--- src/rtl/branch_scheduler.sv ---
// branch_scheduler: holds one branch in the decode stage until both of its
// operands are available, drives the shared comparator for one cycle, then
// issues a single resolve pulse with the outcome and the next PC.
module branch_scheduler (
  input  logic        Clock,
  input  logic        Reset,
  input  logic        ReqValid,
  output logic        ReqReady,
  input  logic [2:0]  ReqOp,
  input  logic [31:0] ReqA,
  input  logic [31:0] ReqB,
  input  logic        ReqAPend,
  input  logic        ReqBPend,
  input  logic [4:0]  ReqATag,
  input  logic [4:0]  ReqBTag,
  input  logic [31:0] ReqTarget,
  input  logic [31:0] ReqPcNext,
  input  logic        FwdValid,
  input  logic [4:0]  FwdTag,
  input  logic [31:0] FwdData,
  input  logic        Flush,
  output logic [31:0] CmpInA,
  output logic [31:0] CmpInB,
  output logic [2:0]  CmpControl,
  input  logic        CmpResult,
  output logic        Stall,
  output logic        ResolveValid,
  output logic        Taken,
  output logic [31:0] NextPc,
  output logic        IllegalOp,
  output logic [15:0] StallCount
);

  localparam logic [2:0] OP_BGEZ = 3'b001;
  localparam logic [2:0] OP_BLTZ = 3'b100;
  localparam logic [2:0] OP_ILL  = 3'b111;

  typedef enum logic [1:0] {IDLE, WAIT, CMP, DONE} state_t;

  state_t      state;

  // Latched request
  logic [2:0]  op_q;
  logic [31:0] a_q, b_q;
  logic        apend_q, bpend_q;
  logic [4:0]  atag_q, btag_q;
  logic [31:0] tgt_q, pcn_q;

  // Registered outputs
  logic [31:0] cmp_a_q, cmp_b_q;
  logic [2:0]  cmp_ctl_q;
  logic        taken_q;
  logic [31:0] npc_q;
  logic [15:0] stall_cnt_q;

  // Operand view for this cycle (request inputs in IDLE, latched copy otherwise)
  logic [2:0]  src_op;
  logic [31:0] src_a, src_b;
  logic        src_apend, src_bpend;
  logic [4:0]  src_atag, src_btag;

  // Operands after applying this cycle's forwarding bus
  logic [31:0] nxt_a, nxt_b;
  logic        nxt_apend, nxt_bpend;
  logic        operands_ready;

  // Comparator drive derived from the operands
  logic [31:0] sub_b;
  logic [2:0]  sub_ctl;

  logic        resolve_taken;

  // Select operand source, apply forwarding and zero-operand substitution
  always_comb begin
    if (state == IDLE) begin
      src_op    = ReqOp;
      src_atag  = ReqATag;
      src_btag  = ReqBTag;
      // Register 0 is never in flight: a "pending" r0 reads as zero at accept.
      src_apend = ReqAPend && (ReqATag != '0);
      src_bpend = ReqBPend && (ReqBTag != '0);
      src_a     = (ReqAPend && (ReqATag == '0)) ? '0 : ReqA;
      src_b     = (ReqBPend && (ReqBTag == '0)) ? '0 : ReqB;
    end else begin
      src_op    = op_q;
      src_atag  = atag_q;
      src_btag  = btag_q;
      src_apend = apend_q;
      src_bpend = bpend_q;
      src_a     = a_q;
      src_b     = b_q;
    end

    nxt_a     = src_a;
    nxt_apend = src_apend;
    if (src_apend && FwdValid && (FwdTag == src_atag)) begin
      nxt_a     = FwdData;
      nxt_apend = 1'b0;
    end

    nxt_b     = src_b;
    nxt_bpend = src_bpend;
    if (src_bpend && FwdValid && (FwdTag == src_btag)) begin
      nxt_b     = FwdData;
      nxt_bpend = 1'b0;
    end

    operands_ready = !nxt_apend && !nxt_bpend;

    // Sign tests against zero reuse comparator code 001 with a constant B.
    sub_b   = nxt_b;
    sub_ctl = src_op;
    case (src_op)
      OP_BGEZ: begin
        sub_b   = 32'd1;
        sub_ctl = 3'b001;
      end
      OP_BLTZ: begin
        sub_b   = '0;
        sub_ctl = 3'b001;
      end
      OP_ILL:  sub_ctl = '0;
      default: ;
    endcase

    resolve_taken = (op_q != OP_ILL) && CmpResult;
  end

  // Sequencing FSM, operand capture, result registers and WAIT-cycle counter
  always_ff @(posedge Clock) begin
    if (!Reset) begin
      state       <= IDLE;
      op_q        <= '0;
      a_q         <= '0;
      b_q         <= '0;
      apend_q     <= 1'b0;
      bpend_q     <= 1'b0;
      atag_q      <= '0;
      btag_q      <= '0;
      tgt_q       <= '0;
      pcn_q       <= '0;
      cmp_a_q     <= '0;
      cmp_b_q     <= '0;
      cmp_ctl_q   <= '0;
      taken_q     <= 1'b0;
      npc_q       <= '0;
      stall_cnt_q <= '0;
    end else begin
      if ((state == WAIT) && (stall_cnt_q != '1))
        stall_cnt_q <= stall_cnt_q + 16'd1;

      if (Flush) begin
        state   <= IDLE;
        apend_q <= 1'b0;
        bpend_q <= 1'b0;
      end else begin
        unique case (state)
          IDLE: begin
            if (ReqValid) begin
              op_q    <= ReqOp;
              atag_q  <= ReqATag;
              btag_q  <= ReqBTag;
              tgt_q   <= ReqTarget;
              pcn_q   <= ReqPcNext;
              a_q     <= nxt_a;
              b_q     <= nxt_b;
              apend_q <= nxt_apend;
              bpend_q <= nxt_bpend;
              if (operands_ready) begin
                state     <= CMP;
                cmp_a_q   <= nxt_a;
                cmp_b_q   <= sub_b;
                cmp_ctl_q <= sub_ctl;
              end else begin
                state <= WAIT;
              end
            end
          end
          WAIT: begin
            a_q     <= nxt_a;
            b_q     <= nxt_b;
            apend_q <= nxt_apend;
            bpend_q <= nxt_bpend;
            if (operands_ready) begin
              state     <= CMP;
              cmp_a_q   <= nxt_a;
              cmp_b_q   <= sub_b;
              cmp_ctl_q <= sub_ctl;
            end
          end
          CMP: begin
            taken_q <= resolve_taken;
            npc_q   <= resolve_taken ? tgt_q : pcn_q;
            state   <= DONE;
          end
          DONE: state <= IDLE;
        endcase
      end
    end
  end

  // Handshake and status outputs; ReqReady stays low while reset is asserted
  assign ReqReady     = Reset && (state == IDLE) && !Flush;
  assign Stall        = (state != IDLE);
  assign ResolveValid = (state == DONE) && !Flush;
  assign IllegalOp    = ResolveValid && (op_q == OP_ILL);
  assign CmpInA       = cmp_a_q;
  assign CmpInB       = cmp_b_q;
  assign CmpControl   = cmp_ctl_q;
  assign Taken        = taken_q;
  assign NextPc       = npc_q;
  assign StallCount   = stall_cnt_q;

endmodule

--- config.mk ---
export PLATFORM = sky130hd
export DESIGN_NAME = branch_scheduler
export DESIGN_NICKNAME = d
export VERILOG_FILES = /design/src/rtl/branch_scheduler.sv
export SDC_FILE = /design/constraint.sdc
export NUM_CORES = 1
export LEC_CHECK = 0
export BUFFER_PORTS_ARGS = -buffer_cell sky130_fd_sc_hd__buf_2
export CAP_MARGIN = 15
export CORE_MARGIN = 3
export CORE_UTILIZATION = 35
export CTS_BUF_LIST = sky130_fd_sc_hd__clkbuf_4
export DETAILED_ROUTE_END_ITERATION = 10
export GPL_ROUTABILITY_DRIVEN = 0
export PLACE_DENSITY_LB_ADDON = 0.25
export SETUP_SLACK_MARGIN = 0.2
export SLEW_MARGIN = 10
export SYNTH_ARGS = -nofsm -noshare
export SYNTH_HDL_FRONTEND = slang
export SYNTH_SLANG_ARGS = --single-unit
--- constraint.sdc ---
create_clock -name Clock -period 3.7 [get_ports Clock]
set_input_delay 0.185 -clock Clock [delete_from_list [all_inputs] [get_ports Clock]]
set_output_delay 0.185 -clock Clock [all_outputs]
set_load 0.1 [all_outputs]
==> summary.md <==
| Metric | Value |
|---|---|
| Drt wl/cell | 16.6 um |
| Die ar. | 35300 um2 |
| TritonCTS clock tree | yes |
| Most common cell after layout, fill and taps aside | nand2_1 |
| Largest net degree at the start of global routing | 145 |
| Placement Setup Slack | 404 ps |
| Gr ovfl total | 0 |
| Worst slew pin tran | 1040 ps |
| Critical path's most frequent cell | mux2i_1 |
| Cells on worst reg2reg path | 11 |
| Global-route wire length before repair | 61400 um |
| Initial antenna violation count | 4 |
| CORE AREA | 32000 um2 |
| Clk pwr share | 37.7% |
| RSZ-0062 raised after global routing | false |
| Slew HR | 30.4% |
| Main synth FF type | dfxtp_1 |
| Syn_area_per_cell | 7.83 um2 |
| Final Hold Vio Count | 0 |
| Crit path cell chain | inv_1 -> ha_4 -> mux2i_1 -> xnor2_1 -> nor4_2 -> and4b_2 -> buf_12 -> mux2i_1 -> dlygate4sd3_1 -> nand2_1 -> a21oi_1 |
| Final setup viols | 0 |
| IO Pins | 306 |
| Post-Synthesis Cells | 1478 |
| Worst path max stage delay | 610 ps |
| Cell variety after synth | 44 |
| Fillers | 3238 |
| Worst Setup SP | state[0]$_SDFFE_PP0P_ |
| Sw Share | 31.2% |
| Slowest CP cell | dlygate4sd3_1 |
| Hold depth | 5 |
| 1st-iter DRT viols | 774 |
| Register bit count reported by yosys | 261 |
| Worst IR drop on VDD | 0.262 mV |
| Tot Pwr | 7.04 mW |
| Post-Syn Area | 11600 um2 |
| FFs w/ async S/R, synth | 0% |
| Worst Setup EP | a_q[8]$_SDFFE_PN0P_ |
| Multi-input gate area | 5800 um2 |
| Nets | 2101 |
| Gr usage total | 21.2% |
| Sum Neg Setup Slack | 0 ps |
| DP Wirelength | 24100 um |
| Die height | 188 um |
| Lkg Pwr | 6.51 nW |
| R2r endpoint | a_q[8]$_SDFFE_PN0P_ |
| Most frequent cells in the layout | nand2_1, buf_2, dfxtp_1 |
| Critical Path RT | 4280 ps |
| Minimum clock period | 3210 ps |
| Sw power | 2.20 mW |
| CP top delay family | buffers and inverters |
| Share of post-route cells with drive strength above 1 | 23.7% |
| CP startpoint kind | register |
| Root buf cell | clkbuf_4 |
| Status | completed |
| Clock sink count | 261 |
| Fin. max-slew vios | 0 |
| Combinational fraction of design power | 19.6% |
| Post-synthesis net count | 1669 |
| Buf/Inv on CP | 3 |
| Detail Route Antenna Nets | 0 |
| Die X | 188 um |
| Vias in the first global route | 11900 |
| H-Tree Level Count | 3 |
| Via/cell ratio | 5.04 |
| TritonCTS Buffers | 73 |
| # Max-Cap Violations | 0 |
| Reg area | 5230 um2 |
| R2r setup slk | 490 ps |
| Layout area overhead | 37.2% |
| Final period utilization | 86.8% |
| CTS clk-pin slew, worst paths | 60 ps |
| Critical path type | reg -> reg |
| Post-synth EDFFs | 0 |
| Port Buffers | 305 |
| First-pass DRT Iterations | 5 |
| CP max FO | 32 |
| Final worst setup slack | 487 ps |
| Via count | 12100 |
| DRC violations left | 0 |
| CP arrival | 3790 ps |
| Drt total wl | 39900 um |
| Sequential share of power | 42.7% |
| Worst-skew pair later-pin latency | 680 ps |
| WP depth | 11 |
| Critical R2R Launch | state[0]$_SDFFE_PP0P_ |
| Max Root-Sink Buffers | 3 |
| Synthesis Warnings | 0 |
| Tightest Hold Check Type | in -> reg |
| CP Capture Type | register |
| Fmax | 311 MHz |
| Clock skew | 50.4 ps |
| Sequential share of the synthesized area | 45.1% |
| Rows | 65 |
| Pwr Density | 443 nW/um2 |
| Internal Dissipation | 4.84 mW |
| Starting Density | 36.1% |
==> repair_timing <==
item	in CTS	in global routing
resized for setup	0	3
setup buffers	0	0
endpoints found under the setup margin	0	42
hold buffers	146	0
endpoints found under the hold margin	207	0
==> power groups by stage <==
| stage | Clock (mW) | Combinational (mW) | Sequential [mW] |
|---|---|---|---|
| final | 2.65 | 1.38 | 3.01 |
| after floorplan | 0 | 0.590 | 3.32 |
| after global routing | 2.90 | 1.50 | 3.02 |
| after global placement | 0 | 1.19 | 3.06 |
| after detailed placement | 0 | 1.20 | 3.07 |
| after CTS | 2.74 | 1.36 | 3.01 |
==> stage by stage <==
step	cell area, um2	instances	hold slack (ps)	utilization (%)
3_3_place_gp	13400	2122	426	42.0
2_1_floorplan	11600	1478	320	-
6_report	15900	2399	57.5	49.6
5_1_grt	15900	2398	41.4	49.6
3_5_place_dp	13400	2122	432	42.0
4_1_cts	15800	2394	0.842	49.4
==> worst register-to-register path: stages (launching register included) <==
cell and delay (ps):
dfxtp_1 340, inv_1 130, ha_4 290, mux2i_1 250
xnor2_1 110, nor4_2 310, and4b_2 300, buf_12 270
mux2i_1 330, dlygate4sd3_1 610, nand2_1 60, a21oi_1 130
==> registers in the layout, indices dropped and copies added, names as in the netlist <==
signal,count
btag_q,5
apend_q,1
StallCount,16
a_q,32
Taken,1
pcn_q,32
b_q,32
CmpInA,32
state,2
CmpInB,32
CmpControl,3
op_q,3
bpend_q,1
atag_q,5
NextPc,32
tgt_q,32
==> synthesized netlist by cell type, types with 3 or more instances <==
cell / number / share of area [%]
a21oi_1: 185 / 8.0
nand2b_1: 3 / 0.16
xnor2_1: 12 / 0.91
or2_2: 5 / 0.27
a22oi_1: 32 / 2.1
o21ai_0: 3 / 0.13
nand3_1: 44 / 1.9
nand4_1: 3 / 0.16
nand2_1: 420 / 14
nor3_1: 4 / 0.17
buf_6: 3 / 0.29
buf_2: 7 / 0.30
a31oi_1: 5 / 0.27
ha_1: 5 / 0.54
inv_1: 38 / 1.2
o21a_1: 31 / 2.0
dfxtp_1: 261 / 45
nor2_1: 91 / 2.9
or3_1: 35 / 1.9
xor2_1: 11 / 0.83
nor2b_1: 3 / 0.16
buf_1: 10 / 0.32
a311oi_1: 33 / 2.5
mux2i_1: 80 / 6.9
clkbuf_1: 98 / 3.2
o2bb2ai_1: 31 / 2.3
==> final cells by class <==
| cell class | count | share of cell area (%) |
|---|---|---|
| multi-input combinational | 1058 | 36.5 |
| clock buffer | 102 | 4.82 |
| antenna | 3 | 0.0473 |
| timing repair buffer | 476 | 20.2 |
| sequential | 261 | 32.9 |
| inverter | 40 | 0.993 |
| clock inverter | 24 | 1.08 |
| tap | 435 | 3.43 |
==> worst min-delay path by stage <==
stage	from	slack, ps	to
6_report	ReqA[6]	60	CmpInA[6]$_SDFFE_PN0P_
5_1_grt	ReqB[7]	40	b_q[7]$_SDFFE_PN0P_
4_1_cts	ReqA[0]	0.8	a_q[0]$_SDFFE_PN0P_
3_5_place_dp	ReqTarget[22]	430	tgt_q[22]$_SDFFE_PN0P_
3_3_place_gp	ReqTarget[19]	430	tgt_q[19]$_SDFFE_PN0P_
2_1_floorplan	Reset	320	CmpInB[0]$_SDFFE_PN0P_
==> layer usage <==
metal	vias up	track usage [%]	part of all wire, %
li1	5916	-	-
met1	5639	27.2	43
met2	443	34.8	46
met3	94	4.90	7.5
met4	4	8.11	2.9
met5	-	0	0.053
==> logic make-up after synthesis <==
| logic type | count (synthesis) | share of synthesized area [%] |
|---|---|---|
| xor gates and xnor gates | 23 | 1.74 |
| AOI/OAI and AO/OA | 328 | 17.9 |
| and+or+nand+nor | 618 | 22.1 |
| muxes | 82 | 7.11 |
| adders and majority gates | 5 | 0.540 |
| buffers and inverters | 161 | 5.54 |
| DFF | 261 | 45.1 |
Power figures use the tool's default switching activity.
